===== src/rtl/addroundkey_sched_if.sv =====
// rtl/addroundkey_sched_if.sv - block/key handshake bundle for addroundkey_sched
//
// Purpose: groups the key-load, block-input and result signals of the
//          AddRoundKey stage so producer and consumer share one port.
// Signals (W = WORD*NB state width):
//   i_key_load, i_key[W]      cipher key load request and value
//   i_valid, i_block[W]       incoming state block
//   o_valid, o_block[W]       registered result block
//   o_round[4], o_last        round index of the applied key, final-round flag
//   o_key_ready, o_drop       key loaded, discarded-block pulse
// Modports: master drives i_*, slave (the stage) drives o_*.

interface addroundkey_sched_if #(
  parameter int W = 128
);
  logic         i_key_load;
  logic [W-1:0] i_key;
  logic         i_valid;
  logic [W-1:0] i_block;
  logic         o_valid;
  logic [W-1:0] o_block;
  logic [3:0]   o_round;
  logic         o_last;
  logic         o_key_ready;
  logic         o_drop;

  modport master (
    output i_key_load, i_key, i_valid, i_block,
    input  o_valid, o_block, o_round, o_last, o_key_ready, o_drop
  );

  modport slave (
    input  i_key_load, i_key, i_valid, i_block,
    output o_valid, o_block, o_round, o_last, o_key_ready, o_drop
  );
endinterface


===== src/rtl/addroundkey_sched.sv =====
// rtl/addroundkey_sched.sv - AES-128 AddRoundKey with on-the-fly key schedule
//
// Purpose: XORs each accepted state block with the current round key,
//          registers the result, and steps the key schedule one round per
//          accepted block (rounds 0..NR, then back to the cipher key).
// Ports:
//   clk   rising-edge clock
//   rst   asynchronous active-high reset
//   bus   addroundkey_sched_if.slave (key load, block in, result out)

module addroundkey_sched #(
  parameter int WORD = 32,
  parameter int NB   = 4,
  parameter int NR   = 10
) (
  input  logic                clk,
  input  logic                rst,
  addroundkey_sched_if.slave  bus
);

  localparam int         BW     = WORD * NB;
  localparam logic [3:0] LAST_R = 4'(NR);

  // Forward AES S-box.
  localparam logic [7:0] SBOX [0:255] = '{
    8'h63, 8'h7c, 8'h77, 8'h7b, 8'hf2, 8'h6b, 8'h6f, 8'hc5, 8'h30, 8'h01, 8'h67, 8'h2b, 8'hfe, 8'hd7, 8'hab, 8'h76,
    8'hca, 8'h82, 8'hc9, 8'h7d, 8'hfa, 8'h59, 8'h47, 8'hf0, 8'had, 8'hd4, 8'ha2, 8'haf, 8'h9c, 8'ha4, 8'h72, 8'hc0,
    8'hb7, 8'hfd, 8'h93, 8'h26, 8'h36, 8'h3f, 8'hf7, 8'hcc, 8'h34, 8'ha5, 8'he5, 8'hf1, 8'h71, 8'hd8, 8'h31, 8'h15,
    8'h04, 8'hc7, 8'h23, 8'hc3, 8'h18, 8'h96, 8'h05, 8'h9a, 8'h07, 8'h12, 8'h80, 8'he2, 8'heb, 8'h27, 8'hb2, 8'h75,
    8'h09, 8'h83, 8'h2c, 8'h1a, 8'h1b, 8'h6e, 8'h5a, 8'ha0, 8'h52, 8'h3b, 8'hd6, 8'hb3, 8'h29, 8'he3, 8'h2f, 8'h84,
    8'h53, 8'hd1, 8'h00, 8'hed, 8'h20, 8'hfc, 8'hb1, 8'h5b, 8'h6a, 8'hcb, 8'hbe, 8'h39, 8'h4a, 8'h4c, 8'h58, 8'hcf,
    8'hd0, 8'hef, 8'haa, 8'hfb, 8'h43, 8'h4d, 8'h33, 8'h85, 8'h45, 8'hf9, 8'h02, 8'h7f, 8'h50, 8'h3c, 8'h9f, 8'ha8,
    8'h51, 8'ha3, 8'h40, 8'h8f, 8'h92, 8'h9d, 8'h38, 8'hf5, 8'hbc, 8'hb6, 8'hda, 8'h21, 8'h10, 8'hff, 8'hf3, 8'hd2,
    8'hcd, 8'h0c, 8'h13, 8'hec, 8'h5f, 8'h97, 8'h44, 8'h17, 8'hc4, 8'ha7, 8'h7e, 8'h3d, 8'h64, 8'h5d, 8'h19, 8'h73,
    8'h60, 8'h81, 8'h4f, 8'hdc, 8'h22, 8'h2a, 8'h90, 8'h88, 8'h46, 8'hee, 8'hb8, 8'h14, 8'hde, 8'h5e, 8'h0b, 8'hdb,
    8'he0, 8'h32, 8'h3a, 8'h0a, 8'h49, 8'h06, 8'h24, 8'h5c, 8'hc2, 8'hd3, 8'hac, 8'h62, 8'h91, 8'h95, 8'he4, 8'h79,
    8'he7, 8'hc8, 8'h37, 8'h6d, 8'h8d, 8'hd5, 8'h4e, 8'ha9, 8'h6c, 8'h56, 8'hf4, 8'hea, 8'h65, 8'h7a, 8'hae, 8'h08,
    8'hba, 8'h78, 8'h25, 8'h2e, 8'h1c, 8'ha6, 8'hb4, 8'hc6, 8'he8, 8'hdd, 8'h74, 8'h1f, 8'h4b, 8'hbd, 8'h8b, 8'h8a,
    8'h70, 8'h3e, 8'hb5, 8'h66, 8'h48, 8'h03, 8'hf6, 8'h0e, 8'h61, 8'h35, 8'h57, 8'hb9, 8'h86, 8'hc1, 8'h1d, 8'h9e,
    8'he1, 8'hf8, 8'h98, 8'h11, 8'h69, 8'hd9, 8'h8e, 8'h94, 8'h9b, 8'h1e, 8'h87, 8'he9, 8'hce, 8'h55, 8'h28, 8'hdf,
    8'h8c, 8'ha1, 8'h89, 8'h0d, 8'hbf, 8'he6, 8'h42, 8'h68, 8'h41, 8'h99, 8'h2d, 8'h0f, 8'hb0, 8'h54, 8'hbb, 8'h16
  };

  function automatic logic [WORD-1:0] sub_word(input logic [WORD-1:0] w);
    sub_word = {SBOX[w[31:24]], SBOX[w[23:16]], SBOX[w[15:8]], SBOX[w[7:0]]};
  endfunction

  function automatic logic [WORD-1:0] rot_word(input logic [WORD-1:0] w);
    rot_word = {w[23:0], w[31:24]};
  endfunction

  function automatic logic [7:0] xtime(input logic [7:0] x);
    xtime = {x[6:0], 1'b0} ^ (x[7] ? 8'h1b : 8'h00);
  endfunction

  // One Nk=4 expansion step: each new word chains off the previous new word.
  function automatic logic [BW-1:0] next_key(input logic [BW-1:0] k, input logic [7:0] rc);
    logic [WORD-1:0] w0, w1, w2, w3, t;
    logic [WORD-1:0] n0, n1, n2, n3;
    w0 = k[127:96];
    w1 = k[95:64];
    w2 = k[63:32];
    w3 = k[31:0];
    t  = sub_word(rot_word(w3)) ^ {rc, 24'h0};
    n0 = w0 ^ t;
    n1 = w1 ^ n0;
    n2 = w2 ^ n1;
    n3 = w3 ^ n2;
    next_key = {n0, n1, n2, n3};
  endfunction

  // Key-ready tracking: blocks are only accepted once a cipher key exists.
  typedef enum logic {
    ST_NOKEY = 1'b0,
    ST_KEYED = 1'b1
  } state_t;

  state_t          state_q, state_d;
  logic [BW-1:0]   ckey_q,  ckey_d;
  logic [BW-1:0]   key_q,   key_d;
  logic [3:0]      rnd_q,   rnd_d;
  logic [7:0]      rcon_q,  rcon_d;
  logic            valid_q, valid_d;
  logic [BW-1:0]   block_q, block_d;
  logic [3:0]      round_q, round_d;
  logic            drop_q,  drop_d;

  logic            key_ready;
  logic            accept;

  assign key_ready = (state_q == ST_KEYED);
  // A simultaneous key load takes priority over the block.
  assign accept    = bus.i_valid && key_ready && !bus.i_key_load;

  always_ff @(posedge clk or posedge rst) begin
    if (rst) begin
      state_q <= ST_NOKEY;
      ckey_q  <= '0;
      key_q   <= '0;
      rnd_q   <= '0;
      rcon_q  <= '0;
      valid_q <= 1'b0;
      block_q <= '0;
      round_q <= '0;
      drop_q  <= 1'b0;
    end else begin
      state_q <= state_d;
      ckey_q  <= ckey_d;
      key_q   <= key_d;
      rnd_q   <= rnd_d;
      rcon_q  <= rcon_d;
      valid_q <= valid_d;
      block_q <= block_d;
      round_q <= round_d;
      drop_q  <= drop_d;
    end
  end

  always_comb begin
    state_d = state_q;
    ckey_d  = ckey_q;
    key_d   = key_q;
    rnd_d   = rnd_q;
    rcon_d  = rcon_q;
    valid_d = 1'b0;
    block_d = block_q;
    round_d = round_q;
    drop_d  = bus.i_valid && (!key_ready || bus.i_key_load);

    if (bus.i_key_load) begin
      state_d = ST_KEYED;
      ckey_d  = bus.i_key;
      key_d   = bus.i_key;
      rnd_d   = 4'd0;
      rcon_d  = 8'h01;
    end else if (accept) begin
      valid_d = 1'b1;
      block_d = bus.i_block ^ key_q;
      round_d = rnd_q;
      if (rnd_q < LAST_R) begin
        key_d  = next_key(key_q, rcon_q);
        rnd_d  = rnd_q + 4'd1;
        rcon_d = xtime(rcon_q);
      end else begin
        // Past the final round the schedule restarts from the stored cipher key.
        key_d  = ckey_q;
        rnd_d  = 4'd0;
        rcon_d = 8'h01;
      end
    end
  end

  assign bus.o_valid     = valid_q;
  assign bus.o_block     = block_q;
  assign bus.o_round     = round_q;
  assign bus.o_last      = valid_q && (round_q == LAST_R);
  assign bus.o_key_ready = key_ready;
  assign bus.o_drop      = drop_q;

endmodule


===== src/flat_wrapper.sv =====
// flat-port wrapper written by rule: the top's interface ports become plain ports
module addroundkey_sched_flat 
#(
  parameter int WORD = 32,
  parameter int NB   = 4,
  parameter int NR   = 10
)
  (clk, rst, bus_i_key_load, bus_i_key, bus_i_valid, bus_i_block, bus_o_valid, bus_o_block, bus_o_round, bus_o_last, bus_o_key_ready, bus_o_drop);
  addroundkey_sched_if #(.W(128)) bus_i ();
  input  logic clk;
  input  logic rst;
  input wire logic [$bits(bus_i.i_key_load)-1:0] bus_i_key_load;
  input wire logic [$bits(bus_i.i_key)-1:0] bus_i_key;
  input wire logic [$bits(bus_i.i_valid)-1:0] bus_i_valid;
  input wire logic [$bits(bus_i.i_block)-1:0] bus_i_block;
  output wire logic [$bits(bus_i.o_valid)-1:0] bus_o_valid;
  output wire logic [$bits(bus_i.o_block)-1:0] bus_o_block;
  output wire logic [$bits(bus_i.o_round)-1:0] bus_o_round;
  output wire logic [$bits(bus_i.o_last)-1:0] bus_o_last;
  output wire logic [$bits(bus_i.o_key_ready)-1:0] bus_o_key_ready;
  output wire logic [$bits(bus_i.o_drop)-1:0] bus_o_drop;
  assign bus_i.i_key_load = bus_i_key_load;
  assign bus_i.i_key = bus_i_key;
  assign bus_i.i_valid = bus_i_valid;
  assign bus_i.i_block = bus_i_block;
  assign bus_o_valid = bus_i.o_valid;
  assign bus_o_block = bus_i.o_block;
  assign bus_o_round = bus_i.o_round;
  assign bus_o_last = bus_i.o_last;
  assign bus_o_key_ready = bus_i.o_key_ready;
  assign bus_o_drop = bus_i.o_drop;
  addroundkey_sched #(.WORD(WORD), .NB(NB), .NR(NR)) u_core (.clk(clk), .rst(rst), .bus(bus_i));
endmodule

===== config.mk =====
export PLATFORM = sky130hd
export DESIGN_NAME = addroundkey_sched_flat
export DESIGN_NICKNAME = d
export VERILOG_FILES = /design/src/rtl/addroundkey_sched_if.sv /design/src/rtl/addroundkey_sched.sv /design/src/flat_wrapper.sv
export SDC_FILE = /design/constraint.sdc
export NUM_CORES = 2
export LEC_CHECK = 0
export BUFFER_PORTS_ARGS = -buffer_cell sky130_fd_sc_hd__buf_2
export CORE_MARGIN = 2
export CORE_UTILIZATION = 45
export CTS_CLUSTER_SIZE = 8
export DETAILED_ROUTE_END_ITERATION = 7
export PLACE_DENSITY = 0.76
export SLEW_MARGIN = 10
export SYNTH_ARGS = -nofsm -noshare
export SYNTH_HDL_FRONTEND = slang
export SYNTH_SLANG_ARGS = --single-unit

===== constraint.sdc =====
create_clock -name clk -period 25.1 [get_ports clk]
set_clock_uncertainty 0.05 [all_clocks]
set_input_delay 1.255 -clock clk [delete_from_list [all_inputs] [get_ports clk]]
set_output_delay 1.255 -clock clk [all_outputs]
set_load 0.02 [all_outputs]

==> parameters.txt <==
Parameter                              Value

Outcome
  Outcome ... finished, violations left
  Violated checks ... DRC

Power
  Total power per unit cell area ... 172 nW/µm²
  Standby leakage power ... 15.6 nW
  Post-layout power ... 6.48 mW
  Max VDD drop ... 0.0855 mV

Hold path
  Beginning of the worst hold path ... u_core.bus.o_block[27]$_DFFE_PP0P_
  Number of cells on the worst hold path ... 2
  HP Class ... flip-flop to flip-flop

Detailed routing
  WL per Instance ... 27.5 µm
  # DRC ... 14
  First-pass iteration count of the detailed router ... 8
  Detail Route Antenna Nets ... 0
  Vias ... 35.3k
  DRC violation total after the first TritonRoute iteration ... 5056
  Routed Wire Length ... 144000 µm
  Number of vias per cell ... 6.71

Place
  Gpl congestion ... 1.03
  DP Wirelength ... 99500 µm
  Count of input and output buffers ... 395
  Number of instances in the placed design ... 5169
  Worst setup slack after placement ... 20.04 ns
  Area after DPL ... 35900 µm²

Clock network
  TritonCTS clock tree ... built
  CTS max path bufs ... 3
  Total clock buffers created by CTS ... 58
  CTS Sinks ... 403
  Setup Fix Bufs, Post-CTS ... 0
  Number of gates resized after cts ... 0
  Htree depth ... 2
  Insertion delay of the later-clocked pin in the worst-skew pair ... 0.65 ns
  Number of buffers inserted for hold repair after clock tree synthesis ... 0
  Clock slew at the register clock pins of the worst setup and hold paths ... 0.05 ns
  Clock root buffer ... clkbuf_16

Floorplanning
  Standard-cell row count ... 100
  Initial cell density of the core ... 0.456
  Width of the die ... 279 µm
  Total Die Area ... 77800 µm²
  Die height ... 279 µm
  Placeable core region ... 74600 µm²
  Total I/O pin count ... 396

Cells and area
  Layout area overhead ... 10.5%
  Area of all placed cells without fillers ... 37600 µm²
  Core occupancy in the finished layout ... 0.504
  Final #Nets ... 4581
  Layout cells sized above 1 ... 0.181
  Final cell count without fillers ... 5254

Global routing
  Initial antenna violation count ... 9
  Residual overflow from global routing ... 0
  Maximum number of pins on one net before global-route repair ... 175
  Global-route wire length before repair ... 215000 µm
  Gr usage total ... 0.358
  Via count of the first global-routing pass ... 32.8k

Setup path
  Sum of buffers and inverters on the critical path ... 2
  Critical Path Most Common Cell ... xnor2_1
  Crit path max fanout ... 42
  Data arrival, critical path ... 5.80 ns
  Cells on worst reg2reg path ... 12
  Crit path max-delay family ... compound AO/OA/AOI/OAI gates
  Critical path endpoint category ... flip-flop
  Startpoint of the lowest-slack register-to-register path ... u_core.key_q[24]$_DFFE_PP0P_
  Worst Path Required ... 25.56 ns
  Slowest Stage Delay on Critical Path ... 0.95 ns
  Cell with the biggest individual delay on the critical path ... a2111oi_1
  Critical setup path kind ... flip-flop to flip-flop
  Worst Setup Start Kind ... flip-flop
  Beginning of the critical path ... u_core.key_q[24]$_DFFE_PP0P_
  Critical path depth in cells ... 12
  Critical path cell sequence ... buf_4 > inv_1 > ha_1 > mux2_2 > a2bb2oi_1 > o221ai_1 > and3_1 > a2111oi_1 > nand2_1 > xnor2_1 > xnor2_1 > a221o_1

STA
  Final Critical Period ... 5.35 ns
  Finish-stage setup viols ... 0
  Transition time at the pin with the least slew margin ... 1.16 ns
  Setup repair after global routing missed its margin ... no
  Final Hold Vio Count ... 0
  Maximum achievable frequency ... 0.187 GHz
  Setup WS post-layout ... 19.75 ns
  Total negative slack for setup checks ... 0 ns
  Final Slew Violations ... 0
  Min Hold Slack ... 0.418 ns
  Fin crit share ... 0.213
  Tightest slew margin relative to the limit ... 0.223

Synth
  Synthesis warning total ... 0
  Flip-flop and latch count after synthesis ... 403
  Post-synth EDFFs ... 0
  Netlist area before placement ... 34000 µm²
  Average instance area after synthesis ... 8.17 µm²
  Most common library cells after synthesis ... 488 x o21ai_0, 457 x nand2_1, 403 x dfrtp_1
  Top_reg_cell synth ... dfrtp_1
  Share of the synthesized area in the top cell type ... 0.297
  Asr flop ratio synth ... 1.00
  Library cell occupying the most area in the post-synthesis netlist ... dfrtp_1
  Share of synthesized area occupied by flip-flops and latches ... 0.297
  Syn Inst Count ... 4163
  Area contributors post-synth ... dfrtp_1 30%, o21ai_0 7.2%, xnor2_1 5.7%
  Yosys cell types ... 101
  Post-synth net total ... 4484
  Count leader, synth ... o21ai_0

Flow run
  Maximum capacitance violations ... 0
[kinds of logic (layout without fill, tap and decap cells)]
family / count (synthesis) / after routing / share of synthesized area
AO/OA/AOI/OAI: 1427 / 1427 / 0.272
AND/OR/NAND/NOR: 1247 / 1247 / 0.176
buffers and inverters: 557 / 672 / 0.0704
flip-flops: 403 / 403 / 0.297
XOR/XNOR: 272 / 272 / 0.0790
multiplexers: 195 / 195 / 0.0836
adder cells (fa/ha/maj): 62 / 62 / 0.0227
other: 0 / 7 / 0
[layout make-up]
| cell class | count | area [µm²] |
|---|---|---|
| Sequential cell | 403 | 10100 |
| Clock inverter | 7 | 91.3 |
| Inverter | 130 | 495 |
| Multi-Input combinational cell | 3203 | 21600 |
| Clock buffer | 71 | 1520 |
| Timing Repair Buffer | 464 | 2530 |
| Antenna cell | 7 | 17.5 |
| Fill cell | 7140 | 37000 |
| Tap cell | 969 | 1210 |
[per-layer routing]
| metal | track usage | part of all wire |
|---|---|---|
| met5 | 0 | 0.000048 |
| met2 | 0.540 | 0.44 |
| met1 | 0.474 | 0.39 |
| met4 | 0.203 | 0.064 |
| met3 | 0.0773 | 0.11 |
[report_power, final]
part / switching, mW / internal (mW)
clock network: 0.300 / 0.419
logic: 2.87 / 1.73
registers: 0.306 / 0.849
total: 3.48 / 3.00
[cell usage in the layout, fill, tap and decap left out, drive strengths merged, types with 71 or more instances in the layout]
cell	count
mux2	78
dfrtp	403
nand3	82
a21oi	302
nor3	94
nand2	457
nor2	237
buf	464
xnor2	227
o21ai	491
nand2b	103
inv	126
nor2b	74
clkbuf	71
[flip-flops by register name, indices dropped and copies added (netlist names)]
signal,flops
u_core.bus.o_key_ready,1
u_core.ckey_q,128
u_core.bus.o_block,128
u_core.bus.o_drop,1
u_core.bus.o_valid,1
u_core.key_q,128
u_core.bus.o_round,4
u_core.rnd_q,4
u_core.rcon_q,8
[worst min-delay path, cell delays in order, from the launching register on]
cell     delay (ns)
dfrtp_1        0.33
nand2_1        0.04
o21ai_0        0.06
[final timing paths]
check                                                endpoint  slack [ns]
hold / removal             u_core.bus.o_block[27]$_DFFE_PP0P_        0.42
max in group asynchronous        u_core.key_q[10]$_DFFE_PP0P_       22.72
setup reg to reg                  u_core.key_q[5]$_DFFE_PP0P_       19.75
min in group asynchronous  u_core.bus.o_block[17]$_DFFE_PP0P_        0.67
setup / recovery                  u_core.key_q[5]$_DFFE_PP0P_       19.75
hold reg to reg            u_core.bus.o_block[27]$_DFFE_PP0P_        0.42
No activity file was read; power rests on OpenSTA's default activity.
